**src/rtl/ccff_loader_pkg.sv**
```systemverilog
// rtl/ccff_loader_pkg.sv - register map, bit indices and FSM states for ccff_loader
package ccff_loader_pkg;

  localparam logic [2:0] REG_CTRL   = 3'd0;
  localparam logic [2:0] REG_STATUS = 3'd1;
  localparam logic [2:0] REG_LEN    = 3'd2;
  localparam logic [2:0] REG_DATA   = 3'd3;
  localparam logic [2:0] REG_TAIL   = 3'd4;

  localparam int CTRL_START  = 0;
  localparam int CTRL_ABORT  = 1;
  localparam int CTRL_IRQ_EN = 2;

  localparam int ST_BUSY     = 0;
  localparam int ST_FULL     = 1;
  localparam int ST_EMPTY    = 2;
  localparam int ST_DONE     = 3;
  localparam int ST_OVERFLOW = 4;
  localparam int ST_ABORTED  = 5;

  typedef enum logic [2:0] {IDLE, PRESET, LOAD, LOW, HIGH, DONE} state_t;

endpackage

```
**src/rtl/ccff_word_fifo.sv**
```systemverilog
// rtl/ccff_word_fifo.sv - first-word fall-through 32-bit bitstream word FIFO
module ccff_word_fifo
  import ccff_loader_pkg::*;
#(
  parameter int DEPTH = 8
) (
  input  logic        clk,
  input  logic        rst,
  input  logic        push,
  input  logic        pop,
  input  logic        flush,
  input  logic [31:0] wdata,
  output logic [31:0] rdata,
  output logic        full,
  output logic        empty
);

  localparam int AW = $clog2(DEPTH);

  logic [31:0]   mem [DEPTH];
  logic [AW-1:0] wr_ptr;
  logic [AW-1:0] rd_ptr;
  logic [AW:0]   count;
  logic          do_push;
  logic          do_pop;

  assign full    = (count == (AW+1)'(DEPTH));
  assign empty   = (count == '0);
  assign do_pop  = pop & ~empty;
  assign do_push = push & (~full | do_pop);
  assign rdata   = mem[rd_ptr];

  // storage write; a pop in the same cycle frees the slot for a push on a full FIFO
  always_ff @(posedge clk) begin
    if (do_push) mem[wr_ptr] <= wdata;
  end

  // pointer and occupancy bookkeeping
  always_ff @(posedge clk) begin
    if (rst || flush) begin
      wr_ptr <= '0;
      rd_ptr <= '0;
      count  <= '0;
    end else begin
      if (do_push) wr_ptr <= wr_ptr + 1'b1;
      if (do_pop)  rd_ptr <= rd_ptr + 1'b1;
      case ({do_push, do_pop})
        2'b10:   count <= count + 1'b1;
        2'b01:   count <= count - 1'b1;
        default: count <= count;
      endcase
    end
  end

endmodule

```
**src/rtl/ccff_loader.sv**
```systemverilog
// rtl/ccff_loader.sv - Wishbone-fed FPGA configuration chain loader
module ccff_loader
  import ccff_loader_pkg::*;
#(
  parameter int DIV           = 2,
  parameter int FIFO_DEPTH    = 8,
  parameter int PRESET_CYCLES = 16
) (
  input  logic        wb_clk_i,
  input  logic        wb_rst_i,
  input  logic        wbs_stb_i,
  input  logic        wbs_cyc_i,
  input  logic        wbs_we_i,
  input  logic [3:0]  wbs_sel_i,
  input  logic [31:0] wbs_adr_i,
  input  logic [31:0] wbs_dat_i,
  output logic        wbs_ack_o,
  output logic [31:0] wbs_dat_o,
  output logic        prog_clk_o,
  output logic        ccff_head_o,
  input  logic        ccff_tail_i,
  output logic        preset_o,
  output logic        irq_o
);

  localparam logic [15:0] DIV_LAST    = 16'(DIV - 1);
  localparam logic [15:0] PRESET_LAST = 16'(PRESET_CYCLES - 1);

  state_t      state;
  state_t      state_next;
  logic [15:0] cnt;
  logic [31:0] remaining;
  logic [4:0]  bit_idx;
  logic [31:0] shreg;
  logic [31:0] len;
  logic [31:0] tail;
  logic        irq_en;
  logic        done;
  logic        overflow;
  logic        aborted;
  logic [31:0] rd_data;
  logic        req;
  logic        wr;
  logic [2:0]  reg_idx;
  logic        start_go;
  logic        abort_go;
  logic        push;
  logic        pop;
  logic        busy;
  logic [31:0] fifo_rdata;
  logic        fifo_full;
  logic        fifo_empty;
  logic        unused_bits;

  assign unused_bits = &{1'b0, wbs_sel_i, wbs_adr_i[31:5], wbs_adr_i[1:0]};

  assign req      = wbs_stb_i & wbs_cyc_i & ~wbs_ack_o;
  assign wr       = req & wbs_we_i;
  assign reg_idx  = wbs_adr_i[4:2];
  assign busy     = (state != IDLE);
  assign start_go = wr && (reg_idx == REG_CTRL) && wbs_dat_i[CTRL_START] && !busy;
  assign abort_go = wr && (reg_idx == REG_CTRL) && wbs_dat_i[CTRL_ABORT] && busy;
  assign push     = wr && (reg_idx == REG_DATA);

  assign preset_o    = (state == PRESET);
  assign prog_clk_o  = (state == HIGH);
  assign ccff_head_o = shreg[31];
  assign irq_o       = done & irq_en;

  ccff_word_fifo #(.DEPTH(FIFO_DEPTH)) u_fifo (
    .clk   (wb_clk_i),
    .rst   (wb_rst_i),
    .push  (push),
    .pop   (pop),
    .flush (abort_go),
    .wdata (wbs_dat_i),
    .rdata (fifo_rdata),
    .full  (fifo_full),
    .empty (fifo_empty)
  );

  // next-state and FIFO pop decision; abort overrides everything outside IDLE
  always_comb begin
    state_next = state;
    pop        = 1'b0;
    if (abort_go) begin
      state_next = IDLE;
    end else begin
      case (state)
        IDLE:    if (start_go) state_next = (len == '0) ? DONE : PRESET;
        PRESET:  if (cnt == PRESET_LAST) state_next = LOAD;
        LOAD:    if (!fifo_empty) begin
                   pop        = 1'b1;
                   state_next = LOW;
                 end
        LOW:     if (cnt == DIV_LAST) state_next = HIGH;
        HIGH:    if (cnt == DIV_LAST) begin
                   if (remaining == 32'd1)   state_next = DONE;
                   else if (bit_idx == 5'd31) state_next = LOAD;
                   else                       state_next = LOW;
                 end
        DONE:    state_next = IDLE;
        default: state_next = IDLE;
      endcase
    end
  end

  // FSM state, phase counter and shift datapath
  always_ff @(posedge wb_clk_i) begin
    if (wb_rst_i) begin
      state     <= IDLE;
      cnt       <= '0;
      remaining <= '0;
      bit_idx   <= '0;
      shreg     <= '0;
      tail      <= '0;
    end else begin
      state <= state_next;
      if (state_next != state) cnt <= '0;
      else                     cnt <= cnt + 1'b1;
      if (start_go) begin
        remaining <= len;
        bit_idx   <= '0;
      end
      if (pop) begin
        shreg   <= fifo_rdata;
        bit_idx <= '0;
      end
      if (state == HIGH && cnt == '0) tail <= {tail[30:0], ccff_tail_i};
      if (state == HIGH && cnt == DIV_LAST && !abort_go) begin
        remaining <= remaining - 1'b1;
        if (state_next == LOW) begin
          shreg   <= {shreg[30:0], 1'b0};
          bit_idx <= bit_idx + 1'b1;
        end
      end
    end
  end

  // control registers and sticky status flags
  always_ff @(posedge wb_clk_i) begin
    if (wb_rst_i) begin
      irq_en   <= 1'b0;
      len      <= '0;
      done     <= 1'b0;
      overflow <= 1'b0;
      aborted  <= 1'b0;
    end else begin
      if (wr && reg_idx == REG_CTRL) irq_en <= wbs_dat_i[CTRL_IRQ_EN];
      if (wr && reg_idx == REG_LEN)  len    <= wbs_dat_i;
      if (start_go) begin
        done     <= 1'b0;
        overflow <= 1'b0;
        aborted  <= 1'b0;
      end
      if (state == DONE && !abort_go) done <= 1'b1;
      if (abort_go) aborted <= 1'b1;
      if (push && fifo_full && !pop) overflow <= 1'b1;
    end
  end

  // register read mux
  always_comb begin
    rd_data = 32'h0;
    case (reg_idx)
      REG_CTRL:   rd_data[CTRL_IRQ_EN] = irq_en;
      REG_STATUS: begin
        rd_data[ST_BUSY]     = busy;
        rd_data[ST_FULL]     = fifo_full;
        rd_data[ST_EMPTY]    = fifo_empty;
        rd_data[ST_DONE]     = done;
        rd_data[ST_OVERFLOW] = overflow;
        rd_data[ST_ABORTED]  = aborted;
      end
      REG_LEN:    rd_data = len;
      REG_TAIL:   rd_data = tail;
      default:    rd_data = 32'h0;
    endcase
  end

  // single-cycle acknowledge with registered read data
  always_ff @(posedge wb_clk_i) begin
    if (wb_rst_i) begin
      wbs_ack_o <= 1'b0;
      wbs_dat_o <= '0;
    end else if (req) begin
      wbs_ack_o <= 1'b1;
      wbs_dat_o <= wbs_we_i ? 32'h0 : rd_data;
    end else begin
      wbs_ack_o <= 1'b0;
      wbs_dat_o <= '0;
    end
  end

endmodule

```
**config.mk**
```make
export PLATFORM = sky130hd
export DESIGN_NAME = ccff_loader
export DESIGN_NICKNAME = d
export VERILOG_FILES = /design/src/rtl/ccff_loader_pkg.sv /design/src/rtl/ccff_word_fifo.sv /design/src/rtl/ccff_loader.sv
export SDC_FILE = /design/constraint.sdc
export NUM_CORES = 1
export LEC_CHECK = 0
export ABC_AREA = 1
export CAP_MARGIN = 20
export CELL_PAD_IN_SITES_DETAIL_PLACEMENT = 0
export CELL_PAD_IN_SITES_GLOBAL_PLACEMENT = 1
export CORE_MARGIN = 4
export CORE_UTILIZATION = 30
export CTS_BUF_LIST = sky130_fd_sc_hd__clkbuf_4 sky130_fd_sc_hd__clkbuf_8
export DETAILED_ROUTE_END_ITERATION = 7
export PLACE_DENSITY_LB_ADDON = 0.1
export SLEW_MARGIN = 15
export SYNTH_ARGS = -nofsm -noshare
export SYNTH_HDL_FRONTEND = slang
export SYNTH_HIERARCHICAL = 1
export SYNTH_SLANG_ARGS = --single-unit
export TNS_END_PERCENT = 1
```
**constraint.sdc**
```tcl
create_clock -name wb_clk_i -period 8.86 [get_ports wb_clk_i]
set_input_delay 2.658 -clock wb_clk_i [delete_from_list [all_inputs] [get_ports wb_clk_i]]
set_output_delay 2.658 -clock wb_clk_i [all_outputs]
set_load 0.05 [all_outputs]
```
==> results of run 1 <==
-- power by group through the flow --
stage / logic, mW / clock network, mW / registers [mW]
final: 0.112 / 2.15 / 2.25
after CTS: 0.115 / 2.24 / 2.25
after detailed placement: 0.115 / 0 / 2.30
after global placement: 0.114 / 0 / 2.30
after global routing: 0.125 / 2.34 / 2.25
after floorplan: 0.0480 / 0 / 2.30
-- through the flow --
step	hold slack [ps]	setup WS, ps	total power, mW
floorplan	424	2960	2.34
global placement	439	2130	2.41
detailed placement	446	2080	2.41
CTS	456	2810	4.61
global route	479	2530	4.72
finish	455	2850	4.52
-- critical path: stages --
cell             delay [ps]
clkdlybuf4s50_1         580
inv_1                   300
nor2_2                   90
inv_2                   120
nor2_4                   50
inv_2                   240
nand2_1                  80
buf_4                   270
inv_1                   120
inv_1                    40
nand4_1                  70
nand2_1                 130
inv_1                   100
nand2_1                 250
nor2_4                  870
buf_4                   360
-- state kept, by name (all words and copies together) (netlist names), 3 cells and up, named ones only --
register,cells
bit_idx,5
cnt,16
len,32
remaining,32
shreg,32
state,3
tail,32
u_fifo/count,4
u_fifo/mem,256
u_fifo/rd_ptr,3
u_fifo/wr_ptr,3
wbs_dat_o,32
-- placed cells by master (no fill, tap or decap), drive strengths merged, types with 2 or more instances in the layout --
cell type	instances
mux2i	64
clkinv	15
a221oi	4
o21a	2
clkdlybuf4s50	77
o221ai	3
buf	26
nand2	401
nand3	81
a31oi	4
nor2	275
clkbuf	134
dfxtp	202
bufinv	3
o31ai	3
inv	153
xor2	16
nand3b	2
o21ai	169
nor3	17
o22ai	66
nand4	18
a22oi	3
nor4	6
xnor2	15
or2	2
edfxtp	256
a21oi	127
clkinvlp	3
o211ai	7
ha	11
-- final timing paths --
kind                         start                           to  slack, ps
max                   wbs_dat_i[1]  u_fifo/mem[0][24]$_DFFE_PP_       2850
min          tail[24]$_SDFFE_PP0P_        tail[24]$_SDFFE_PP0P_        460
min reg2reg  tail[24]$_SDFFE_PP0P_        tail[24]$_SDFFE_PP0P_        460
max reg2reg   wbs_ack_o$_SDFF_PP0_  u_fifo/mem[0][24]$_DFFE_PP_       5070
-- area by class of cell --
type	instances	share of cell area, %
Sequential cell	458	51.4
Multi-Input combinational cell	1301	29.1
Clock buffer	134	7.04
Tap cell	846	4.64
Timing Repair Buffer	103	4.27
Inverter	152	2.51
Clock inverter	22	0.938
Antenna cell	1	0.0110
-- logic make-up (layout without fill, tap and decap cells) --
group / Yosys count / count (layout) / share of synthesized area, %
buffers and inverters: 251 / 411 / 5.50
DFF: 458 / 458 / 60.5
xor gates and xnor gates: 31 / 31 / 1.40
adders and majority gates: 12 / 12 / 0.813
and+or+nand+nor: 803 / 803 / 17.4
muxes: 64 / 64 / 3.31
other: 0 / 1 / 0
AOI/OAI and AO/OA: 391 / 391 / 11.0
-- per-layer routing --
metal	track usage [%]	wire length [um]	up-vias
li1	-	-	7050
met1	22.1	26600	6784
met2	27.1	25900	251
met3	2.99	2260	91
met4	4.94	1150	0
met5	0	0	-
==> results.py, run 1 <==
metrics = {
    "cells_and_area": {
        "fin_nets": 2186,
        "area_growth_pct": 17.7,
        "final_core_util_pct": 35.9,
        "fill_cells": 6561,
        "multi_input_area_mm2": 0.00665,
        "seq_area_mm2": 0.0117,
        "fin_area_mm2": 0.0228,
        "final_cell_count_no_fill": 3017,
        "layout-drive-gt1-share_pct": 11.5,
    },
    "global_routing": {
        "grt-ovfl-total": 0,
        "grt_pass1_vias": 14500,
        "antenna_found_initial": 1,
        "gr-usage-all-layers_pct": 16.4,
        "grt_max_degree": 69,
        "grt_pass1_wl_um": 86900,
    },
    "worst_setup_path": {
        "rr_worst_depth": 18,
        "critPathMaxFanout": 34,
        "required_ps": 9210,
        "critPathKind": "input pin to flop",
        "cp.arrival_ps": 6360,
        "worstSetupEndpointType": "flop",
        "start_kind": "input pin",
    },
    "pwr": {
        "p_leak_nw": 8.25,
        "p_per_area_mw_per_mm2": 198,
        "vdd_drop_max_mv": 0.118,
        "switchingPower_uw": 994,
        "p_sw_share_pct": 22.0,
        "pwr-share-comb_pct": 2.5,
        "p_int_mw": 3.52,
        "clockPowerShare_pct": 47.7,
        "seqPwrFrac_pct": 49.8,
    },
    "yosys": {
        "syn_area_mm2": 0.0194,
        "seq_area_frac_synth_pct": 60.5,
        "synth-async-reset-ratio_pct": 0,
        "yosysUniqueCellTypes": 50,
        "ys_warn_count": 6,
        "ys_seq_elements": 458,
        "synth_top_area_share_pct": 39.7,
        "synthFlopType": "edfxtp_1",
        "synth_edf_count": 256,
        "yosysTopAreaCell": "edfxtp_1",
        "synthCells": 2010,
        "netlist_top_cells_area": "edfxtp_1, dfxtp_1, nand2_1, nor2_1, o21ai_0",
        "avgSynthCellArea_um2": 9.64,
        "netlist_top_cells_count": "nand2_1, edfxtp_1, nor2_1",
        "synth.most_common_cell": "nand2_1",
        "synth_nets": 2096,
    },
    "clock_network": {
        "cts_resized": 0,
        "cts.sinks": 458,
        "cts_setup_buffers": 0,
        "cts_buffer_depth": 3,
        "path_clk_slew_ps": 60,
        "numCtsBuffers": 84,
        "cts_root_buf": "clkbuf_8",
        "clkLatencyLatePin_ps": 670,
        "cts_tree": "built",
        "htreeDepth": 3,
        "holdBufCountCts": 0,
    },
    "detailed_routing": {
        "drt_iter0_markers": 643,
        "detail-route-antenna-nets": 0,
        "drc": 0,
        "wl_per_cell_um": 18.5,
        "vias_per_cell": 4.70,
        "vias": 14200,
        "routed_wl_um": 55900,
        "drt-pass1-iter-count": 8,
    },
    "worst_hold_path": {
        "hp-class": "flop to flop",
        "min_delay_path_depth": 2,
    },
    "timing": {
        "fin_crit_sh_pct": 67.8,
        "hold_viol": 0,
        "min_period_ps": 6010,
        "final_max_slew_viol_count": 0,
        "setup_violations": 0,
        "skew_ps": 34.3,
        "slew_headroom_pct": 29.7,
        "fmax_mhz": 167,
        "rsz0062_at_grt": "false",
        "tns_ps": 0,
        "tightest_slew_ps": 1050,
    },
    "floorplan": {
        "top_level_ports": 111,
        "fp-row-count": 92,
        "start_util_pct": 30.5,
        "core_mm2": 0.0635,
        "die_area_mm2": 0.0687,
        "chipHeight_um": 262,
        "die_w_um": 262,
    },
    "place": {
        "portBuffers": 77,
        "dp.final_hpwl_um": 35100,
        "dp_cells": 2859,
        "gp_congestion": 0.787,
        "place_area_mm2": 0.0210,
    },
    "run_status": {
        "outcome": "finished, final reports clean",
    },
    "job": {
        "cap_violations": 0,
    },
}
No activity file was read; power rests on OpenSTA's default activity.
==> inputs of run 2 (changes only) <==
==> constraint.sdc (replaced) <==
create_clock -name wb_clk_i -period 5.6 [get_ports wb_clk_i]
set_input_delay 1.68 -clock wb_clk_i [delete_from_list [all_inputs] [get_ports wb_clk_i]]
set_output_delay 1.68 -clock wb_clk_i [all_outputs]
set_load 0.05 [all_outputs]
==> run 2 against run 1 <==
  * Sequential power increased by 58%
  * Largest cell class unchanged
  * Critical path depth increased by 2
  * Combinational power increased by 66%
  * Critical endpoint is now u_fifo/mem[4][16]$_DFFE_PP_
  * Die area unchanged
  * Core utilization increased by 0.077 points
  * Sequential cell count unchanged
==> results.py, run 2 (synthesis gave the netlist of run 1 again) <==
metrics = {
    "floorplan": {
        "start_util_pct": 30.5,
        "fp-row-count": 92,
        "chipHeight_um": 262,
        "die_area_mm2": 0.0687,
        "die_w_um": 262,
        "top_level_ports": 111,
        "core_mm2": 0.0635,
    },
    "timing": {
        "skew_ps": 31.7,
        "setup_violations": 0,
        "fin_crit_sh_pct": 76.0,
        "hold_viol": 0,
        "tightest_slew_ps": 981,
        "final_max_slew_viol_count": 0,
        "fmax_mhz": 235,
        "slew_headroom_pct": 34.6,
        "tns_ps": 0,
        "min_period_ps": 4260,
        "rsz0062_at_grt": "false",
    },
    "global_routing": {
        "gr-usage-all-layers_pct": 16.6,
        "grt_pass1_wl_um": 87200,
        "grt-ovfl-total": 0,
        "antenna_found_initial": 5,
        "grt_pass1_vias": 14500,
        "grt_max_degree": 80,
    },
    "detailed_routing": {
        "wl_per_cell_um": 18.8,
        "drt-pass1-iter-count": 5,
        "drc": 0,
        "detail-route-antenna-nets": 0,
        "routed_wl_um": 56900,
        "vias_per_cell": 4.70,
        "drt_iter0_markers": 795,
        "vias": 14200,
    },
    "worst_setup_path": {
        "critPathMaxFanout": 18,
        "critical_path.startpoint": "wbs_adr_i[4]",
        "required_ps": 5910,
        "start_kind": "input pin",
        "critPathKind": "input pin to flop",
        "rr_worst_depth": 17,
        "reg2reg_slack_ps": 2530,
        "r2r_end": "u_fifo/mem[4][16]$_DFFE_PP_",
        "worstSetupEndpointType": "flop",
        "reg2reg_from": "wbs_ack_o$_SDFF_PP0_",
        "endpoint": "u_fifo/mem[4][16]$_DFFE_PP_",
        "cp.arrival_ps": 4570,
    },
    "pwr": {
        "p_per_area_mw_per_mm2": 308,
        "p_leak_nw": 8.29,
        "vdd_drop_max_mv": 0.161,
    },
    "cells_and_area": {
        "area_growth_pct": 18.0,
        "top_register": "u_fifo/mem",
        "fin_area_mm2": 0.0229,
        "layout-drive-gt1-share_pct": 11.6,
        "final_common_cell": "nand2_1",
        "fin_nets": 2200,
        "final_cell_mix": "nand2_1, edfxtp_1, nor2_1",
        "largest_reg_flops": 256,
    },
    "clock_network": {
        "path_clk_slew_ps": 60,
        "cts_buffer_depth": 3,
        "cts_setup_buffers": 0,
        "cts.sinks": 458,
        "cts_root_buf": "clkbuf_8",
        "holdBufCountCts": 0,
        "cts_tree": "built",
        "htreeDepth": 3,
        "numCtsBuffers": 84,
        "clkLatencyLatePin_ps": 660,
        "cts_resized": 0,
    },
    "place": {
        "gp_congestion": 0.776,
        "place_area_mm2": 0.0211,
        "dp.final_hpwl_um": 35600,
        "portBuffers": 77,
    },
    "run_status": {
        "outcome": "finished, final reports clean",
    },
    "worst_hold_path": {
        "hp-class": "flop to flop",
    },
    "job": {
        "cap_violations": 0,
    },
}
run 2: cell types whose count changed in the layout (fill, tap and decap cells not counted), sizes merged:
cell,before,now
inv,153,152
clkbuf,134,123
clkinvlp,3,2
diode,1,2
clkinv,15,27
buf,26,40
run 2: worst min-delay path by stage:
stage | startpoint | endpoint | cells past startpoint
floorplan | tail[31]$_SDFFE_PP0P_ | tail[31]$_SDFFE_PP0P_ | 2
global placement | tail[31]$_SDFFE_PP0P_ | tail[31]$_SDFFE_PP0P_ | 2
detailed placement | tail[31]$_SDFFE_PP0P_ | tail[31]$_SDFFE_PP0P_ | 2
CTS | tail[31]$_SDFFE_PP0P_ | tail[31]$_SDFFE_PP0P_ | 2
global route | tail[31]$_SDFFE_PP0P_ | tail[31]$_SDFFE_PP0P_ | 2
finish | tail[31]$_SDFFE_PP0P_ | tail[31]$_SDFFE_PP0P_ | 2
run 2: report_power, final:
group	leakage, nW	switching (mW)	total (mW)	internal (mW)
combinational	3.43	0.130	0.186	0.0557
clock	0.928	1.42	3.29	1.87
sequential	3.93	0.00760	3.56	3.55
run 2: critical path, cell delays in order:
cell and delay (ps):
clkdlybuf4s50_1 560, inv_1 90, nand2_2 90, nor2_4 50
inv_2 90, nor2_2 50, inv_2 120, nor2_4 50
inv_2 240, nand2_1 120, inv_1 130, inv_1 50
nand4_1 80, nand2_1 150, inv_1 110, nand2_1 260
nor2_4 250, buf_4 360
run 2: area by class of cell:
cell class              count  area [um2]
clock inverters            32         233
well taps                 846        1060
multi-input cells        1301        6650
flip-flops and latches    458       11700
clock buffers             123        1510
repair buffers            117        1100
diodes                      2        5.00
inverters                 152         573
fillers                  6511       40700
run 2: per-layer routing:
layer	track usage [%]	part of all wire [%]	up-vias
met2	27.5	46	253
met3	3.05	4.2	92
met4	5.66	2.4	0
met1	22.1	47	6822
li1	-	-	7079
met5	0	0	-
run 2: metrics by stage:
stage | cells | utilization (%) | total power [mW] | setup WS [ps] | hold WS, ps
3_5_place_dp | 2874 | 33.2 | 3.82 | 626 | 438
2_1_floorplan | 2010 | - | 3.71 | 676 | 424
5_1_grt | 3031 | 36.0 | 7.35 | 1050 | 467
3_3_place_gp | 2874 | 33.2 | 3.82 | 651 | 435
6_report | 3031 | 36.0 | 7.04 | 1340 | 447
4_1_cts | 3029 | 36.0 | 7.17 | 1320 | 448
